**src/rtl/servo_pwm_decoder.sv**
```systemverilog
// Servo PWM receiver: measures pulse high time and rising-to-rising period in clk_en ticks,
// decodes the pulse width into a direction code and reports loss of signal.
module servo_pwm_decoder #(
  parameter int CNT_BITS = 16,
  parameter int CW_LO    = 90,
  parameter int CW_HI    = 110,
  parameter int STOP_LO  = 140,
  parameter int STOP_HI  = 160,
  parameter int CCW_LO   = 190,
  parameter int CCW_HI   = 210,
  parameter int PER_LO   = 1900,
  parameter int PER_HI   = 2100,
  parameter int TIMEOUT  = 4000
) (
  input  logic                clk,
  input  logic                reset,
  input  logic                clk_en,
  input  logic                in,
  output logic [1:0]          dir,
  output logic [CNT_BITS-1:0] on_time,
  output logic [CNT_BITS-1:0] period,
  output logic                valid,
  output logic                lost
);

  typedef enum logic [1:0] {IDLE, HIGH, LOW} state_t;

  localparam logic [1:0] DIR_STOP    = 2'b00;
  localparam logic [1:0] DIR_CW      = 2'b01;
  localparam logic [1:0] DIR_CCW     = 2'b10;
  localparam logic [1:0] DIR_INVALID = 2'b11;

  localparam logic [CNT_BITS-1:0] CNT_MAX   = {CNT_BITS{1'b1}};
  localparam logic [CNT_BITS-1:0] CNT_ONE   = CNT_BITS'(1);
  localparam logic [CNT_BITS-1:0] TIMEOUT_C = CNT_BITS'(TIMEOUT);
  localparam logic [CNT_BITS-1:0] CW_LO_C   = CNT_BITS'(CW_LO);
  localparam logic [CNT_BITS-1:0] CW_HI_C   = CNT_BITS'(CW_HI);
  localparam logic [CNT_BITS-1:0] STOP_LO_C = CNT_BITS'(STOP_LO);
  localparam logic [CNT_BITS-1:0] STOP_HI_C = CNT_BITS'(STOP_HI);
  localparam logic [CNT_BITS-1:0] CCW_LO_C  = CNT_BITS'(CCW_LO);
  localparam logic [CNT_BITS-1:0] CCW_HI_C  = CNT_BITS'(CCW_HI);
  localparam logic [CNT_BITS-1:0] PER_LO_C  = CNT_BITS'(PER_LO);
  localparam logic [CNT_BITS-1:0] PER_HI_C  = CNT_BITS'(PER_HI);

  state_t              state, state_n;
  logic                sync_meta, sync_q, prev;
  logic [CNT_BITS-1:0] cnt, cnt_n, cnt_inc;
  logic [CNT_BITS-1:0] hi_cnt, hi_cnt_n;
  logic [CNT_BITS-1:0] on_time_n, period_n;
  logic [1:0]          dir_n;
  logic                valid_n, lost_n;
  logic                rise, fall, timeout;

  // Period gate first, then the first matching width window wins.
  function automatic logic [1:0] decode(input logic [CNT_BITS-1:0] hi,
                                        input logic [CNT_BITS-1:0] per);
    logic [1:0] code;
    code = DIR_INVALID;
    if (per >= PER_LO_C && per <= PER_HI_C) begin
      if (hi >= CW_LO_C && hi <= CW_HI_C)
        code = DIR_CW;
      else if (hi >= STOP_LO_C && hi <= STOP_HI_C)
        code = DIR_STOP;
      else if (hi >= CCW_LO_C && hi <= CCW_HI_C)
        code = DIR_CCW;
    end
    return code;
  endfunction

  always_ff @(posedge clk or posedge reset) begin
    if (reset) begin
      sync_meta <= 1'b0;
      sync_q    <= 1'b0;
    end else begin
      sync_meta <= in;
      sync_q    <= sync_meta;
    end
  end

  assign rise    = clk_en & sync_q & ~prev;
  assign fall    = clk_en & ~sync_q & prev;
  assign cnt_inc = (cnt == CNT_MAX) ? cnt : cnt + CNT_ONE;
  assign timeout = clk_en & (cnt_inc == TIMEOUT_C);

  // A timeout overrides any edge seen on the same tick, including a frame start in IDLE.
  always_comb begin
    state_n   = state;
    cnt_n     = cnt;
    hi_cnt_n  = hi_cnt;
    on_time_n = on_time;
    period_n  = period;
    dir_n     = dir;
    lost_n    = lost;
    valid_n   = 1'b0;
    if (timeout) begin
      state_n = IDLE;
      cnt_n   = '0;
      lost_n  = 1'b1;
      dir_n   = DIR_INVALID;
    end else if (clk_en) begin
      cnt_n = rise ? CNT_ONE : cnt_inc;
      case (state)
        IDLE: if (rise) state_n = HIGH;
        HIGH: if (fall) begin
          hi_cnt_n = cnt;
          state_n  = LOW;
        end
        LOW: if (rise) begin
          on_time_n = hi_cnt;
          period_n  = cnt;
          dir_n     = decode(hi_cnt, cnt);
          lost_n    = 1'b0;
          valid_n   = 1'b1;
          state_n   = HIGH;
        end
        default: state_n = IDLE;
      endcase
    end
  end

  always_ff @(posedge clk or posedge reset) begin
    if (reset) begin
      state   <= IDLE;
      cnt     <= '0;
      prev    <= 1'b0;
      hi_cnt  <= '0;
      on_time <= '0;
      period  <= '0;
      dir     <= DIR_INVALID;
      valid   <= 1'b0;
      lost    <= 1'b0;
    end else begin
      state   <= state_n;
      cnt     <= cnt_n;
      if (clk_en) prev <= sync_q;
      hi_cnt  <= hi_cnt_n;
      on_time <= on_time_n;
      period  <= period_n;
      dir     <= dir_n;
      valid   <= valid_n;
      lost    <= lost_n;
    end
  end

endmodule

```
**config.mk**
```make
export PLATFORM = sky130hd
export DESIGN_NAME = servo_pwm_decoder
export DESIGN_NICKNAME = d
export VERILOG_FILES = /design/src/rtl/servo_pwm_decoder.sv
export SDC_FILE = /design/constraint.sdc
export NUM_CORES = 1
export LEC_CHECK = 0
export CAP_MARGIN = 25
export CORE_AREA = 8 8 107 109
export DETAILED_ROUTE_END_ITERATION = 7
export DIE_AREA = 0 0 115 117
export PLACE_DENSITY = 0.65
export SYNTH_ARGS = -nofsm -noshare
export SYNTH_HDL_FRONTEND = slang
export SYNTH_SLANG_ARGS = --single-unit
```
**constraint.sdc**
```tcl
create_clock -name clk -period 7 [get_ports clk]
set_input_delay 1.05 -clock clk [delete_from_list [all_inputs] [get_ports clk]]
set_output_delay 1.05 -clock clk [all_outputs]
set_load 0.05 [all_outputs]
```
==> results.yml <==
critical_path:
  crit_start: "clk_en"
  crit_path_end_kind: "flip-flop"
  r2r-end: "on_time[3]"
  cp.arrival_ps: 4490
  path_class: "input port to flip-flop"
  cp-start-kind: "input port"
  rr_worst_depth: 8
  max_stage_delay_ps: 910
  path_buf_inv: 2
  r2r_start: "cnt[0]"
  r2r_slack_ps: 3270
  worst-path-max-fanout: 33
  slowest_stage: "clkdlybuf4s50_1"
  cp.required_ps: 7240
  critPathTopFamily: "buffers and inverters"
  crit_chain: "clkdlybuf4s50_1 > clkinv_1 > nor3_1 > and2_2 > mux2_2"
sta:
  tightest_slew_ps: 1000
  setup_viol: 0
  fin_tns_setup_ps: 0
  timing.final.crit_share: 0.607
  timing.final.ws_setup_ps: 2750
  fin_crit_ps: 4250
  maxSlewViolCount: 0
  hold_violations: 0
  slew-limit-headroom: 0.330
  rsz0062_at_grt: "false"
  fmax_mhz: 235
  finClkSkew_ps: 13.3
  holdWs_ps: 352
route:
  drc_errors: 0
  postRouteWirelength_um: 8900
  vias: 2732
  first_pass_iters: 5
  drtIter0Drc: 262
  avgViaCountPerCell: 5.46
  ant_nets: 0
  wl_per_cell_um: 17.8
final_layout:
  fin_nets: 365
  diodes: 0
  most-common-layout-cells: "71 x dfrtp_1, 39 x clkdlybuf4s50_1, 38 x mux2_4"
  final_area_um2: 4350
  mostFrequentLayoutCell: "dfrtp_1"
  regArea_um2: 1830
  drive_above_1_share: 0.209
  syn2layout_area_growth_pct: 15.2
  stdcell_count: 500
  nFillCells: 960
  multiInputGateArea_um2: 1710
yosys:
  seq_area_frac_synth: 0.485
  postSynthAreaPerCell_um2: 11.3
  ys_warn_count: 0
  synthCells: 333
  ys_types: 57
  async_flop_share: 1.00
  yosys_most_used_dff: "dfrtp_1"
  syn_area_um2: 3770
  synth_seq_cells: 73
  synth_edf_count: 0
  syn-num-nets: 339
pwr:
  clkPwrFrac: 0.201
  peakVddDrop_mv: 0.137
  power.leakage_uw: 0.00184
  powerDensity_nw_per_um2: 335
  swShare: 0.403
  netSwitchingPower_uw: 588
  internal-power_uw: 870
  seq_power_share: 0.438
  combPwrFrac: 0.360
clock_tree:
  cts_tree: "done"
  cts_hold_buf: 0
  cts.sinks: 73
  clk_pin_slew_worst_paths_ps: 80
  numCtsBuffers: 9
  insertion_delay_ps: 350
  max-clock-path-buffers: 2
  post_cts_buffers: 0
  post_cts_resized: 0
  ctsHtreeMaxLevel: 3
  ctsRootBufferMaster: "clkbuf_8"
place:
  dpl_cell_area_um2: 4180
  dp_slack_ps: 2330
  port_buffers: 39
  place_congestion: 0.931
  hpwlAfterDp_um: 6130
  dp.cells: 484
status:
  status: "finished clean"
min_path:
  min_to: "sync_q"
  holdPathStages: 0
  worstHoldStart: "sync_meta"
  min_path_type: "flip-flop to flip-flop"
die:
  dieHeight_um: 117
  start_util: 0.381
  placementRows: 37
  ios: 40
  die_w_um: 115
  core-area_um2: 9910
  dieArea_um2: 13500
grt:
  overflow: 0
  grt_pass1_wl_um: 14600
  grt_pass1_vias: 2752
  antenna_found_initial: 0
  grt_max_degree: 74
  track_usage: 0.139
flow_run:
  cap_violations: 0
==> per-stage QoR <==
step	total power, uW	util
3_3_place_gp	1160	0.422
6_report	1460	0.439
3_5_place_dp	1180	0.422
2_1_floorplan	998	-
5_1_grt	1530	0.439
4_1_cts	1470	0.439
==> sequential cells by signal, indices dropped and copies added, names as in the netlist <==
signal	flops
cnt	16
hi_cnt	16
on_time	16
period	16
dir	2
state	2
lost	1
prev	1
sync_meta	1
sync_q	1
valid	1
==> power by group through the flow <==
stage | Combinational (uW) | Sequential, uW | Clock, uW
after floorplan | 231 | 767 | 0
after global placement | 523 | 640 | 0
after detailed placement | 530 | 645 | 0
after CTS | 531 | 638 | 304
after global routing | 556 | 654 | 323
final | 525 | 639 | 293
==> how the worst max path moves through the flow <==
stage / to / slack [ps] / cells after the start
floorplan: cnt[0] / 4100 / 1
global placement: on_time[2] / 2500 / 5
detailed placement: on_time[2] / 2330 / 5
CTS: on_time[3] / 2710 / 5
global route: on_time[3] / 2500 / 5
finish: on_time[3] / 2750 / 5
==> per-layer routing <==
metal / wire length (um) / track usage / vias to the layer above
met5: 0 / 0 / -
met4: 232 / 0.0534 / 0
met3: 545 / 0.0339 / 26
met2: 4160 / 0.223 / 110
met1: 3960 / 0.178 / 1338
li1: - / - / 1258
==> layout make-up <==
type,instances,share of cell area
repair buffers,40,0.0915
multi-input cells,216,0.393
flip-flops and latches,73,0.420
well taps,136,0.0391
clock inverters,6,0.00978
inverters,19,0.0164
clock buffers,10,0.0293
==> cell usage after synthesis, types with 2 or more instances <==
library cell   n  area share
a31oi_1       10       0.017
nor2_1        14       0.014
and3_1         4      0.0066
mux2_2         9       0.027
buf_2          5      0.0066
nor4b_1        2      0.0046
o32ai_1        2      0.0046
mux2_4        38        0.15
dfstp_2        2       0.014
dfrtp_1       71        0.47
o41ai_1        2      0.0046
nand4_1        9       0.015
clkbuf_1      10      0.0099
o31ai_1        2      0.0040
inv_1         18       0.018
nand3_1       13       0.017
and4_1         2      0.0046
xnor2_1        2      0.0046
ha_1           2      0.0066
a21oi_1       16       0.021
o211ai_1       2      0.0040
o21ai_0       17       0.023
and2_1         2      0.0033
o22ai_1        5      0.0083
or4_1          2      0.0040
a22oi_1        2      0.0040
nor4_1         3      0.0050
nor3_1         5      0.0066
nand2_1       23       0.023
nor2b_1        3      0.0050
buf_6          5       0.015
buf_4          4      0.0080
nand4b_1       2      0.0046
nand3_2        2      0.0053
==> logic make-up after synthesis <==
logic type	count (synthesis)	share of synthesized area
multiplexers	48	0.181
XOR/XNOR	4	0.0113
AO/OA/AOI/OAI	70	0.120
AND/OR/NAND/NOR	92	0.134
buffers and inverters	44	0.0623
adder cells (fa/ha/maj)	2	0.00663
flip-flops	73	0.485
(Power assumes the default switching activity.)
